===== src/rtl/rf_pkg.sv =====
// Shared definitions for the register-file write arbiter.
//   RF_WIDTH_DEF / RF_AW_DEF : default data and address widths
//   RF_SIZE_DEF              : default number of registers
//   rf_state_e               : write-port sequencer state encoding
package rf_pkg;

  localparam int RF_WIDTH_DEF = 32;
  localparam int RF_AW_DEF    = 5;
  localparam int RF_SIZE_DEF  = 1 << RF_AW_DEF;

  typedef enum logic {
    ST_IDLE  = 1'b0,
    ST_CLEAR = 1'b1
  } rf_state_e;

endpackage


===== src/rtl/rf_rr_arb2.sv =====
// Two-way round-robin grant, purely combinational.
//   en         : arbitration allowed this cycle
//   valid0/1   : requester valids
//   last_grant : index of the requester that won the previous transfer
//   gnt0/1     : one-hot (or zero) grant
module rf_rr_arb2 (
  input  logic en,
  input  logic valid0,
  input  logic valid1,
  input  logic last_grant,
  output logic gnt0,
  output logic gnt1
);

  // On contention the requester that did not win last time goes first.
  always_comb begin
    gnt0 = en & valid0 & (~valid1 | last_grant);
    gnt1 = en & valid1 & (~valid0 | ~last_grant);
  end

endmodule


===== src/rtl/rf_wr_arbiter.sv =====
// Shares the single register-file write port between two requesters and
// runs a clear sequence that writes zero to every register.
//   clk, rst           : clock, async active-high reset
//   req0_* / req1_*    : valid/ready write requests (addr, data)
//   clr_req            : start a clear sequence
//   clr_busy, clr_done : clear in progress / one-cycle completion pulse
//   wa, we, wd         : registered register-file write port
module rf_wr_arbiter
  import rf_pkg::*;
#(
  parameter int WIDTH         = RF_WIDTH_DEF,
  parameter int REGFILE_WIDTH = RF_AW_DEF,
  parameter bit ZERO_R0       = 1'b1
) (
  input  logic                     clk,
  input  logic                     rst,
  input  logic                     req0_valid,
  input  logic [REGFILE_WIDTH-1:0] req0_addr,
  input  logic [WIDTH-1:0]         req0_data,
  output logic                     req0_ready,
  input  logic                     req1_valid,
  input  logic [REGFILE_WIDTH-1:0] req1_addr,
  input  logic [WIDTH-1:0]         req1_data,
  output logic                     req1_ready,
  input  logic                     clr_req,
  output logic                     clr_busy,
  output logic                     clr_done,
  output logic [REGFILE_WIDTH-1:0] wa,
  output logic                     we,
  output logic [WIDTH-1:0]         wd
);

  localparam int REGFILE_SIZE = 1 << REGFILE_WIDTH;
  localparam logic [REGFILE_WIDTH-1:0] LAST_ADDR = REGFILE_WIDTH'(REGFILE_SIZE - 1);

  rf_state_e                state, state_nxt;
  logic [REGFILE_WIDTH-1:0] clr_ptr;
  logic                     last_grant;
  logic                     arb_en, gnt0, gnt1;
  logic [REGFILE_WIDTH-1:0] sel_addr;
  logic [WIDTH-1:0]         sel_data;

  // A clear request pre-empts arbitration in the same cycle it is seen.
  assign arb_en = (state == ST_IDLE) && !clr_req;

  rf_rr_arb2 u_arb (
    .en        (arb_en),
    .valid0    (req0_valid),
    .valid1    (req1_valid),
    .last_grant(last_grant),
    .gnt0      (gnt0),
    .gnt1      (gnt1)
  );

  assign req0_ready = gnt0;
  assign req1_ready = gnt1;
  assign clr_busy   = (state == ST_CLEAR);
  assign sel_addr   = gnt1 ? req1_addr : req0_addr;
  assign sel_data   = gnt1 ? req1_data : req0_data;

  always_comb begin
    state_nxt = state;
    case (state)
      ST_IDLE:  if (clr_req) state_nxt = ST_CLEAR;
      ST_CLEAR: if (clr_ptr == LAST_ADDR) state_nxt = ST_IDLE;
      default:  state_nxt = ST_IDLE;
    endcase
  end

  always_ff @(posedge clk or posedge rst) begin
    if (rst) state <= ST_IDLE;
    else     state <= state_nxt;
  end

  always_ff @(posedge clk or posedge rst) begin
    if (rst) begin
      wa         <= '0;
      wd         <= '0;
      we         <= 1'b0;
      clr_done   <= 1'b0;
      clr_ptr    <= '0;
      last_grant <= 1'b1;
    end else begin
      we       <= 1'b0;
      clr_done <= 1'b0;
      if (state == ST_CLEAR) begin
        // Clear writes r0 too: ZERO_R0 only filters requester writes.
        wa <= clr_ptr;
        wd <= '0;
        we <= 1'b1;
        if (clr_ptr == LAST_ADDR) begin
          clr_ptr  <= '0;
          clr_done <= 1'b1;
        end else begin
          clr_ptr <= clr_ptr + 1'b1;
        end
      end else if (gnt0 || gnt1) begin
        // Address/data are captured even when the r0 write is suppressed.
        wa         <= sel_addr;
        wd         <= sel_data;
        we         <= !(ZERO_R0 && (sel_addr == '0));
        last_grant <= gnt1;
      end
    end
  end

endmodule


===== config.mk =====
export PLATFORM = sky130hd
export DESIGN_NAME = rf_wr_arbiter
export DESIGN_NICKNAME = d
export VERILOG_FILES = /design/src/rtl/rf_pkg.sv /design/src/rtl/rf_rr_arb2.sv /design/src/rtl/rf_wr_arbiter.sv
export SDC_FILE = /design/constraint.sdc
export NUM_CORES = 1
export LEC_CHECK = 0
export CAP_MARGIN = 40
export CORE_ASPECT_RATIO = 0.75
export CORE_MARGIN = 8
export CORE_UTILIZATION = 42
export CTS_BUF_LIST = sky130_fd_sc_hd__clkbuf_4
export DETAILED_ROUTE_END_ITERATION = 10
export HOLD_SLACK_MARGIN = 0.05
export MAX_ROUTING_LAYER = met4
export PLACE_DENSITY = 0.95
export SYNTH_ARGS = -nofsm -noshare
export SYNTH_HDL_FRONTEND = slang
export SYNTH_SLANG_ARGS = --single-unit

===== constraint.sdc =====
create_clock -name clk -period 1.94 [get_ports clk]
set_input_delay 0.194 -clock clk [delete_from_list [all_inputs] [get_ports clk]]
set_output_delay 0.194 -clock clk [all_outputs]
set_load 0.01 [all_outputs]

## After elaboration in Yosys (flattened, before gate mapping)

Cells that the tools add are included.

| operators by class | value |
|---|---|
| reduce and logical (&&, ||, !) cells | 7 |
| eq/ne operators | 1 |
| bitwise logic cells | 10 |
| shifts and indexed selects | 0 |
| multipliers | 0 |
| $add $sub $neg | 1 |
| div/mod/pow operators | 0 |
| order comparisons | 0 |
| mux-type cells | 14 |

Operators with widths:

| kind | number |
|---|---|
| 32-bit 2-to-1 mux | 3 |
| 5-bit 2-to-1 mux | 4 |
| 1-bit 2-to-1 mux | 6 |
| 5-bit by 1-bit adder with 5-bit output (second input constant) | 1 |
| 5-bit equality test (second input constant) | 1 |
| 5-bit zero test | 1 |
| 1-bit AND | 4 |
| 1-bit inverter | 4 |
| 1-bit zero test | 2 |
| 1-bit OR | 2 |
| 1-bit one-hot mux with 2 select lines | 1 |
| 2-bit AND reduction | 1 |
| 2-bit nonzero test | 1 |
| 1-bit logical AND | 1 |
| 1-bit logical OR | 1 |

| storage, ports and cells | value |
|---|---|
| output and inout bits | 42 |
| input port bits | 79 |
| word-level logic and storage cells | 40 |
| latch bits | 0 |
| memory bits (writable) | 0 |
| register bits | 46 |
| bits in read-only memories | 0 |
| memories kept | 0 |

## Depth between registers and ports, before layout

| depth | value |
|---|---|
| depth in word-level cells | 9 |
| depth in mapped cells | 6 |
| depth with buffers taken out | 6 |

## Cells and area by module

From an unflattened synthesis, not the netlist that was laid out.

| unflattened totals | value |
|---|---|
| cell total of the unflattened synthesis | 247 |
| area, all modules | 2382.3 µm² |

Modules (own cells, without submodules):

| module | cells an instance | instances | area each (µm²) | sequential area each (µm²) |
|---|---|---|---|---|
| rf_wr_arbiter | 242 | 1 | 2361.0 | 1152.4 |
| rf_rr_arb2 | 5 | 1 | 21.3 | 0.0 |

## Worst setup path after synthesis

OpenSTA, ideal clock, no wires.

| path | value |
|---|---|
| path kind | register -> register |
| from | register clr_ptr[0] |
| to | register clr_ptr[3] |
| arrival time | 1.369 ns |
| path buffers | 0 |
| required time | 1.845 ns |
| period minus slack after synthesis | 1.464 ns |
| setup time | 0.095 ns |
| setup slack | 0.476 ns |
| cell stages (with the launch flop) | 6 |
| path through | dfrtp_1 > ha_1 > and3_1 > ha_1 > nand2b_1 > o31ai_1 |

| on the way | value |
|---|---|
| longest elaborated chain between the ends | 2 |
| elaborated cells on any way between the ends | 3 |
| classes of those cells | add/sub (1); eq/ne (1); mux (1) |

RTL lines:

| element | line | RTL |
|---|---|---|
| start, declared | rf_wr_arbiter.sv:37 | `logic [REGFILE_WIDTH-1:0] clr_ptr;` |
| start signal, assigned | rf_wr_arbiter.sv:95 | `clr_ptr <= clr_ptr + 1'b1;` |
| 5-bit by 1-bit adder with 5-bit output / 5-bit equality test (equally long branches) | rf_wr_arbiter.sv:95, rf_wr_arbiter.sv:91 |  |
| 5-bit 2-to-1 mux (*) | rf_wr_arbiter.sv:91 | `if (clr_ptr == LAST_ADDR) begin` |

Mark *: on every way between the ends. The rest lies on a longest branch, timed or not.
A chain may end at the register's enable or synchronous reset.

## Final worst setup path

| path | value |
|---|---|
| from | input clr_req |
| to | output req0_ready |

| on the way | value |
|---|---|
| longest elaborated chain between the ends | 4 |

RTL lines:

| element | line | RTL |
|---|---|---|
| start, declared | rf_wr_arbiter.sv:25 | `input logic clr_req,` |
| 1-bit zero test | rf_wr_arbiter.sv:44 | `assign arb_en = (state == ST_IDLE) && !clr_req;` |
| 1-bit logical AND | rf_wr_arbiter.sv:44 |  |
| 1-bit AND (2 in a row) | rf_rr_arb2.sv:17 | `gnt0 = en & valid0 & (~valid1 \| last_grant);` |
| end, declared | rf_wr_arbiter.sv:20 | `output logic req0_ready,` |

No other way between the ends.

==> impl_results.md <==
- Outcome: completed
- RSZ-0062 raised after global routing: no
- Die height: a little over 80 um
- Total power: between 2 and 3 mW
- Via count: ~2600
- Final Hold Fails: 0
- Critical R2R Capture: we
- Critical Path End: req0_ready
- Period utilization: 0.965
- Clk network pwr share: 0.158
- Clock Latency Late Sink: 0.37 ns
- HP Class: input port to asynchronous set/reset pin
- Synth async-reset ratio: 1.00
- Leak: between 1.5 and 2 nW
- Ports: around 120
- Slew margin rel.: 0.718
- Share of cells above drive strength 1: 0.0940
- Clk buf depth: 2
- Post-synthesis sequential area ratio: 0.461
- Clk pin slew, worst setup/hold paths: 0.15 ns
- Met1 Use GR: 0.238
- First-pass GRT wire length: around 14000 um
- Final Wtd Congestion: between 0.8 and 0.9
- Synthesis-stage register bit count: 46
- Initial DRT Pass Iterations: 4
- Seq pwr share: 0.444
- Core Box Area: 5800 um2
- Initial Utilization: 0.431
- GRT Max-Usage Layer: met2
- Slowest-stage cell, CP: clkdlybuf4s50_1
- Residual DRC count: 0
- CTS tree: yes
- Required time worst endpoint: ~1.8 ns
- PortBufs: 120
- VDD IR max: ~0.00047 V
- Post-synth top area cell: dfrtp_1
- Post-DRT Antenna Nets: 0
- Yosys top cell area share: 0.451
- Worst setup path start: clr_req
- DR WL/cell: 18.5 um
- Top delay family on crit path: buffers and inverters
- Htree depth: 2
- Most common cell in the netlist: dfrtp_1
- DRT iter0 DRCs: around 130
- Layout area overhead: 55.8%
- Warnings from Yosys: 0
- Crit Path Max Fanout: 4
- Cell-internal power: ~1.9 mW
- WP data arrival: roughly 1.7 ns
- Core Rows: 24
- Final setup viols: 0
- Slew Limit Fails: 0
- Switching Fraction: 0.348
- Mapped Area: between 2000 and 2500 um2
- GR Util met3: 0.0563
- Crit path kind: input port to output pin
- Crit end category: output pin
- Switch Pwr: just over 1 mW
- Grt total ovfl: 0
- Pwr dens: ~740 nW/um2
- Antenna cells: 0
- Routed WL: roughly 8500 um
- R2R cell count: 5
- Nets: approximately 460
- Largest net degree at the start of global routing: 40
- R2R setup slack: 0.26 ns
- Hold Buf Count CTS: 0
- Fmax: about 530 MHz
- Root Driver: clkbuf_4
- Dominant synthesized flop cell: dfrtp_1
- Post-synth EDFFs: 0
- Combinational share of power: 0.399
- Num CTS Buffers: 5
- Syn Nets: 346
- Max-Cap Viols: 0
- Worst path max stage delay: ~0.57 ns
- Syn avg cell area: ~9.4 um2
- Met2 GRT Util: 0.340
- Vias in the first global route: around 2700
- Crit. path cell count: 5
- Cell mode on critical path: clkdlybuf4s50_1
- Distinct cells, synth: 31
- Worst-margin pin slew: 0.423 ns
- HPWL Detailed: 6310 um
- Cell count after synthesis: 265
- WP buf/inv: 2
- Initial antenna violation count: 0
- CP cell instances: clkdlybuf4s50_1 -> nor2_4 -> nand2_1 -> a21oi_1 -> clkdlybuf4s50_1
- Num Clock Sinks: 46
- Die Area: a little under 9000 um2
- Startpoint Class: input port
- Chip Width: about 110 um
- Final min period: approximately 1.9 ns
- Utilization after layout: 0.672
- Top cells by count, synth: dfrtp_1 (45), inv_1 (41), nand3_1 (38)
- Top post-synthesis cells by area: dfrtp_1 (45%), o211ai_1 (9.6%), o311ai_0 (9.1%)
- Vias per inst: roughly 5.7
- Tot GR Track Use: 0.201
- Worst Skew: 0.0185 ns
- Reg2reg start: clr_busy
==> cell families (layout without fill, tap and decap cells) <==
logic type	after synthesis	count (layout)	synth area share
adder cells (fa/ha/maj)	2	2	0.0100
AND/OR/NAND/NOR	59	59	0.128
flip-flops	46	46	0.461
AO/OA/AOI/OAI	86	86	0.268
multiplexers	3	3	0.0135
buffers and inverters	69	187	0.119
==> final cells by class <==
type | count | area, um2
multi-input combinational | 150 | 1060
tap | 78 | 97.6
clock buffer | 5 | 37.5
clock inverter | 3 | 16.3
inverter | 41 | 154
sequential | 46 | 1150
fill | 477 | 1900
timing repair buffer | 138 | 1370
==> per-stage QoR <==
stage	instance area, um2	TNS, ns	std cells	hold WS, ns	setup WS (ns)
4_1_cts	3890	0	460	0.122	0.0440
5_1_grt	3890	0	461	0.141	0.000435
3_5_place_dp	3820	-0.0188	451	0.506	-0.0166
3_3_place_gp	3820	0	451	0.494	0.0464
2_1_floorplan	2500	0	265	0.263	0.476
6_report	3890	0	461	0.117	0.0685
==> state kept, by name, indices dropped and copies added, names as in the netlist <==
register and cells:
wd 32, clr_ptr 5, wa 5, clr_busy 1, clr_done 1, last_grant 1, we 1
==> repair_timing <==
item,CTS,global route
gates resized for setup,2,0
setup endpoints to repair,1,1
setup buffers,1,1
==> cells in the final DEF, fill, tap and decap left out, types with 2 or more instances in the layout <==
master,count
nand3_1,38
o311ai_0,26
clkbuf_4,5
o311ai_1,11
clkdlybuf4s50_1,119
a31oi_1,7
ha_1,2
o211ai_1,32
mux2_2,3
buf_12,3
inv_1,40
buf_4,15
nand2b_1,2
nand2_1,3
dfrtp_1,44
nor2_1,3
and2_1,6
or4_1,2
o21ai_0,4
==> routing by layer <==
layer / wire length (um) / up-vias
met3: 670 / 8
met1: 3550 / 1284
met2: 4250 / 114
li1: - / 1222
met4: 55 / 0
met5: 0 / -
==> power groups by stage <==
stage          sequential, mW  clock [mW]  combinational (mW)
6_report                 1.29       0.457                1.16
2_1_floorplan            1.32           0               0.502
3_5_place_dp             1.30           0                1.15
4_1_cts                  1.28       0.469                1.16
5_1_grt                  1.31       0.498                1.26
3_3_place_gp             1.29           0                1.10
==> how the worst min path moves through the flow <==
| stage | start | end | slack (ns) | cells after the start |
|---|---|---|---|---|
| 5_1_grt | rst | clr_ptr[2] | 0.14 | 2 |
| 3_5_place_dp | clr_ptr[3] | clr_ptr[3] | 0.51 | 1 |
| 3_3_place_gp | clr_ptr[3] | clr_ptr[3] | 0.49 | 1 |
| 2_1_floorplan | req0_valid | last_grant | 0.26 | 1 |
| 4_1_cts | rst | wd[7] | 0.12 | 2 |
| 6_report | rst | clr_ptr[2] | 0.12 | 2 |
Power figures use the tool's default switching activity.
